`src/rtl/wrapper_pkg.sv`:
```
// Shared definitions for the input/output wrapper controllers:
// handshake state encoding and default frame geometry.
package wrapper_pkg;

  typedef enum logic [1:0] {
    IDLE    = 2'd0,
    SEND    = 2'd1,
    RELEASE = 2'd2
  } wrapper_state_e;

  localparam int DEF_WORD_W = 8;
  localparam int DEF_NWORDS = 4;

endpackage : wrapper_pkg

```
`src/rtl/output_buffer_reg.sv`:
```
// Result holding register: captures a full result on load and
// presents one word of it selected by the word counter.
module output_buffer_reg #(
  parameter int WORD_W = 8,
  parameter int NWORDS = 4,
  parameter int CNT_W  = $clog2(NWORDS)
) (
  input  logic                     clk,
  input  logic                     rst,
  input  logic                     load,
  input  logic [NWORDS*WORD_W-1:0] din,
  input  logic [CNT_W-1:0]         sel,
  output logic [WORD_W-1:0]        word
);

  logic [NWORDS-1:0][WORD_W-1:0] buf_r;

  // Capture the whole result on load; hold otherwise
  always_ff @(posedge clk) begin
    if (!rst) begin
      buf_r <= '0;
    end else if (load) begin
      buf_r <= din;
    end else begin
      buf_r <= buf_r;
    end
  end

  assign word = buf_r[sel];

endmodule : output_buffer_reg

```
`src/rtl/output_wrapper_cntrlr.sv`:
```
// Transmit-side wrapper: captures the core result on done and serializes
// it word by word over a four-phase output_rdy/output_acc handshake.
module output_wrapper_cntrlr
  import wrapper_pkg::*;
#(
  parameter int WORD_W = DEF_WORD_W,
  parameter int NWORDS = DEF_NWORDS,
  parameter int CNT_W  = $clog2(NWORDS)
) (
  input  logic                     clk,
  input  logic                     rst,
  input  logic                     done,
  input  logic [NWORDS*WORD_W-1:0] result,
  input  logic                     output_acc,
  output logic                     output_rdy,
  output logic [WORD_W-1:0]        dout,
  output logic                     outsent,
  output logic                     busy,
  output logic                     ovf
);

  localparam logic [CNT_W-1:0] LAST_CNT = CNT_W'(NWORDS - 1);

  wrapper_state_e   state_r;
  wrapper_state_e   state_next_s;
  logic [CNT_W-1:0] cnt_r;
  logic             cap_s;
  logic             adv_s;
  logic             output_rdy_s;
  logic             outsent_s;
  logic             output_rdy_r;
  logic             outsent_r;
  logic             busy_r;
  logic             ovf_r;

  assign cap_s = (state_r == IDLE) && done;
  assign adv_s = (state_r == RELEASE) && !output_acc && (cnt_r != LAST_CNT);

  // State register
  always_ff @(posedge clk) begin
    if (!rst) begin
      state_r <= IDLE;
    end else begin
      state_r <= state_next_s;
    end
  end

  // Next-state logic for the four-phase handshake
  always_comb begin
    state_next_s = state_r;
    case (state_r)
      IDLE: begin
        if (done) state_next_s = SEND;
        else      state_next_s = IDLE;
      end
      SEND: begin
        if (output_acc) state_next_s = RELEASE;
        else            state_next_s = SEND;
      end
      RELEASE: begin
        if (output_acc)              state_next_s = RELEASE;
        else if (cnt_r == LAST_CNT)  state_next_s = IDLE;
        else                         state_next_s = SEND;
      end
      default: state_next_s = IDLE;
    endcase
  end

  // Output decode from the upcoming state so flags are registered
  always_comb begin
    output_rdy_s = 1'b0;
    outsent_s    = 1'b1;
    case (state_next_s)
      IDLE: begin
        output_rdy_s = 1'b0;
        outsent_s    = 1'b1;
      end
      SEND: begin
        output_rdy_s = 1'b1;
        outsent_s    = 1'b0;
      end
      RELEASE: begin
        output_rdy_s = 1'b0;
        outsent_s    = 1'b0;
      end
      default: begin
        output_rdy_s = 1'b0;
        outsent_s    = 1'b1;
      end
    endcase
  end

  // Handshake flag registers
  always_ff @(posedge clk) begin
    if (!rst) begin
      output_rdy_r <= 1'b0;
      outsent_r    <= 1'b1;
      busy_r       <= 1'b0;
    end else begin
      output_rdy_r <= output_rdy_s;
      outsent_r    <= outsent_s;
      busy_r       <= ~outsent_s;
    end
  end

  // Word counter: restarts only on capture and never wraps
  always_ff @(posedge clk) begin
    if (!rst) begin
      cnt_r <= '0;
    end else if (cap_s) begin
      cnt_r <= '0;
    end else if (adv_s) begin
      cnt_r <= cnt_r + CNT_W'(1);
    end else begin
      cnt_r <= cnt_r;
    end
  end

  // Sticky overflow: a result arrived while a frame was still in flight
  always_ff @(posedge clk) begin
    if (!rst) begin
      ovf_r <= 1'b0;
    end else if (done && (state_r != IDLE)) begin
      ovf_r <= 1'b1;
    end else begin
      ovf_r <= ovf_r;
    end
  end

  output_buffer_reg #(
    .WORD_W (WORD_W),
    .NWORDS (NWORDS),
    .CNT_W  (CNT_W)
  ) u_buf (
    .clk  (clk),
    .rst  (rst),
    .load (cap_s),
    .din  (result),
    .sel  (cnt_r),
    .word (dout)
  );

  assign output_rdy = output_rdy_r;
  assign outsent    = outsent_r;
  assign busy       = busy_r;
  assign ovf        = ovf_r;

endmodule : output_wrapper_cntrlr

```
`config.mk`:
```
export PLATFORM = sky130hd
export DESIGN_NAME = output_wrapper_cntrlr
export DESIGN_NICKNAME = d
export VERILOG_FILES = /design/src/rtl/wrapper_pkg.sv /design/src/rtl/output_buffer_reg.sv /design/src/rtl/output_wrapper_cntrlr.sv
export SDC_FILE = /design/constraint.sdc
export NUM_CORES = 1
export LEC_CHECK = 0
export BUFFER_PORTS_ARGS = -buffer_cell sky130_fd_sc_hd__buf_2
export CAP_MARGIN = 20
export CELL_PAD_IN_SITES_DETAIL_PLACEMENT = 0
export CELL_PAD_IN_SITES_GLOBAL_PLACEMENT = 1
export CORE_MARGIN = 2
export CORE_UTILIZATION = 43
export DETAILED_ROUTE_END_ITERATION = 16
export PLACE_DENSITY = 0.93
export SKIP_CTS_REPAIR_TIMING = 1
export SLEW_MARGIN = 10
export SYNTH_ARGS = -nofsm -noshare
export SYNTH_HDL_FRONTEND = slang
export SYNTH_HIERARCHICAL = 1
export SYNTH_SLANG_ARGS = --single-unit
```
`constraint.sdc`:
```
create_clock -name clk -period 2.25 [get_ports clk]
set_input_delay 0.225 -clock clk [delete_from_list [all_inputs] [get_ports clk]]
set_output_delay 0.225 -clock clk [all_outputs]
set_load 0.02 [all_outputs]
```
==> impl_metrics.yaml <==
outcome:
  status: "completed"
critical_path:
  r2r-end: "outsent"
  startpoint_type: "register"
  worstPathMaxFanout: 9
  rr_startpoint: "state_r[0]"
  crit_type: "register to primary output"
  worstPathArrival_ns: 1.53
  end_kind: "primary output"
  ff2ff_path_depth: 6
  critical_path_required_ns: 2.03
  r2r_setup_slack_ns: 0.72
route:
  vias: 1139
  routed_via_density: 4.73
  routed_wl_mm: 3.06
  antenna_left: 0
  wl_per_cell_um: 12.7
  drt_iter0_drc: 40
  drtPass1Iterations: 4
  drc: 0
power_and_ir_drop:
  p_per_area_nw_per_um2: 691
  ir_drop_mv: 0.299
  p_leak_nw: 0.894
  total_power_mw: 1.43
clock_network:
  clkSlewWorstSetupHoldPaths_ns: 0.06
  cts_root_buffer: "clkbuf_8"
  insertion_delay_ns: 0.28
  cts_tree: "yes"
  h-tree-depth: 2
  cts.sinks: 40
  clockBufferDepth: 2
  numCtsBuffers: 5
run:
  cap_violations: 0
hold_path:
  min_to: "u_buf/buf_r[21]"
  hp-class: "input pin to register"
  hold_start: "result[21]"
  hold_depth: 3
synthesis:
  synth_top_area_share_pct: 45.8
  async_reset_ff_share_pct: 0
  synth_nets: 183
  synth_warnings: 6
  ys_seq_area_share_pct: 45.8
  syn_inst: 145
  synthFlopType: "dfxtp_1"
  synth-edff-count: 0
  synth_cell_types: 23
  avgSynthCellArea_sq_um: 12.1
  yosys.area.top_type: "dfxtp_1"
  ys_ff_latch: 40
  synth_area_leaders: "dfxtp_1, mux2i_1, nor2b_1, mux4_2, buf_6"
  synth_area_sq_um: 1750
global_routing:
  grt_max_degree: 37
  grt_use_total_pct: 14.5
  antenna_found_initial: 0
  grt_first_pass_wirelength_mm: 4.85
  grt.overflow.total: 0
  first_global_vias: 1106
floorplanning:
  die_w_um: 67.8
  row_count: 23
  io_pins: 48
  initial_core_util_pct: 44.3
  core_sq_um: 3940
  die_h_um: 67.8
  die_area_sq_um: 4590
sta:
  rsz0062_at_grt: "false"
  setup_ws_ns: 0.497
  setup_viol: 0
  relSlewSlack_pct: 64.4
  final_max_slew_viol_count: 0
  hold_violations: 0
  worst_slew_pin_slew_ns: 0.533
  skew_ns: 0.00117
  tns_ns: 0
  period_minus_slack_ns: 1.75
  fmax_mhz: 570
  fin_crit_sh_pct: 77.9
placed_design:
  dp_worst_setup_slack_ns: 0.706
  io_buffers: 47
  hpwl_mm: 2.09
  dp.cells: 236
  gp_congestion: 0.732
cells_and_area:
  antennaDiodeCount: 0
  drive_gt1_share_pct: 35.1
  final_cell_mix: "buf_2, dfxtp_1, mux2i_1"
  final_common_cell: "buf_2"
  nets: 231
  area_delta_synth_final_pct: 18.3
  final_cells: 241
-- area by class of cell --
| cell class | count | area (sq um) |
|---|---|---|
| Timing Repair Buffer | 50 | 258 |
| Inverter | 3 | 11.3 |
| Multi-Input combinational cell | 93 | 866 |
| Fill cell | 359 | 1880 |
| Clock buffer | 5 | 68.8 |
| Sequential cell | 40 | 801 |
| Tap cell | 50 | 62.6 |
-- report_power, final --
group / total [mW] / internal [mW] / switching, mW
Clock: 0.404 / 0.199 / 0.205
Sequential: 0.787 / 0.760 / 0.0264
Combinational: 0.237 / 0.123 / 0.113
-- metal layers --
layer  GRT usage, %  wire (um)  up-vias
met1           17.2       1420      520
li1               -          -      585
met5              0          0        -
met4           6.89         38        0
met2           24.1       1430       29
met3           4.17        176        5
-- how the worst max path moves through the flow --
stage | to | slack, ns | cells after the start | start
6_report | dout[0] | 0.50 | 3 | cnt_r[0]
5_1_grt | dout[1] | 0.41 | 3 | cnt_r[0]
4_1_cts | dout[2] | 0.47 | 3 | cnt_r[0]
3_5_place_dp | outsent | 0.71 | 6 | cnt_r[0]
3_3_place_gp | outsent | 0.75 | 6 | cnt_r[0]
2_1_floorplan | outsent | 0.77 | 6 | cnt_r[0]
-- synth_stat cells, types with 2 or more instances --
library cell  instances
a21oi_1               2
buf_6                 5
clkbuf_1              3
dfxtp_1              40
ha_1                  2
inv_1                 3
mux2i_1              33
mux4_2                8
nand2b_1              2
nor2_1                3
nor2b_1              32
-- state kept, by name, summed over array words and instances (netlist names) --
register     cells
busy             1
cnt_r            2
output_rdy       1
outsent          1
ovf              1
state_r          2
u_buf/buf_r     32
-- cell families (layout without fill, tap and decap cells) --
family	after synthesis	count (layout)	synth area share (%)
AO/OA/AOI/OAI	4	4	1.29
XOR/XNOR	2	2	1.00
adder cells (fa/ha/maj)	2	2	1.43
buffers and inverters	12	58	4.94
flip-flops	40	40	45.8
multiplexers	41	41	29.2
AND/OR/NAND/NOR	44	44	16.3
-- metrics by stage --
step	hold slack [ns]	utilization [%]	area, sq um
finish	0.206	52.4	2070
global route	0.207	52.4	2070
CTS	0.199	52.4	2070
detailed placement	0.443	50.7	2000
global placement	0.439	50.7	2000
floorplan	0.343	-	1750
-- critical path, stage by stage, from the launching register on --
cell and delay [ns]:
dfxtp_1 0.33, buf_4 0.23, mux4_2 0.52, buf_2 0.17
(Power assumes the default switching activity.)
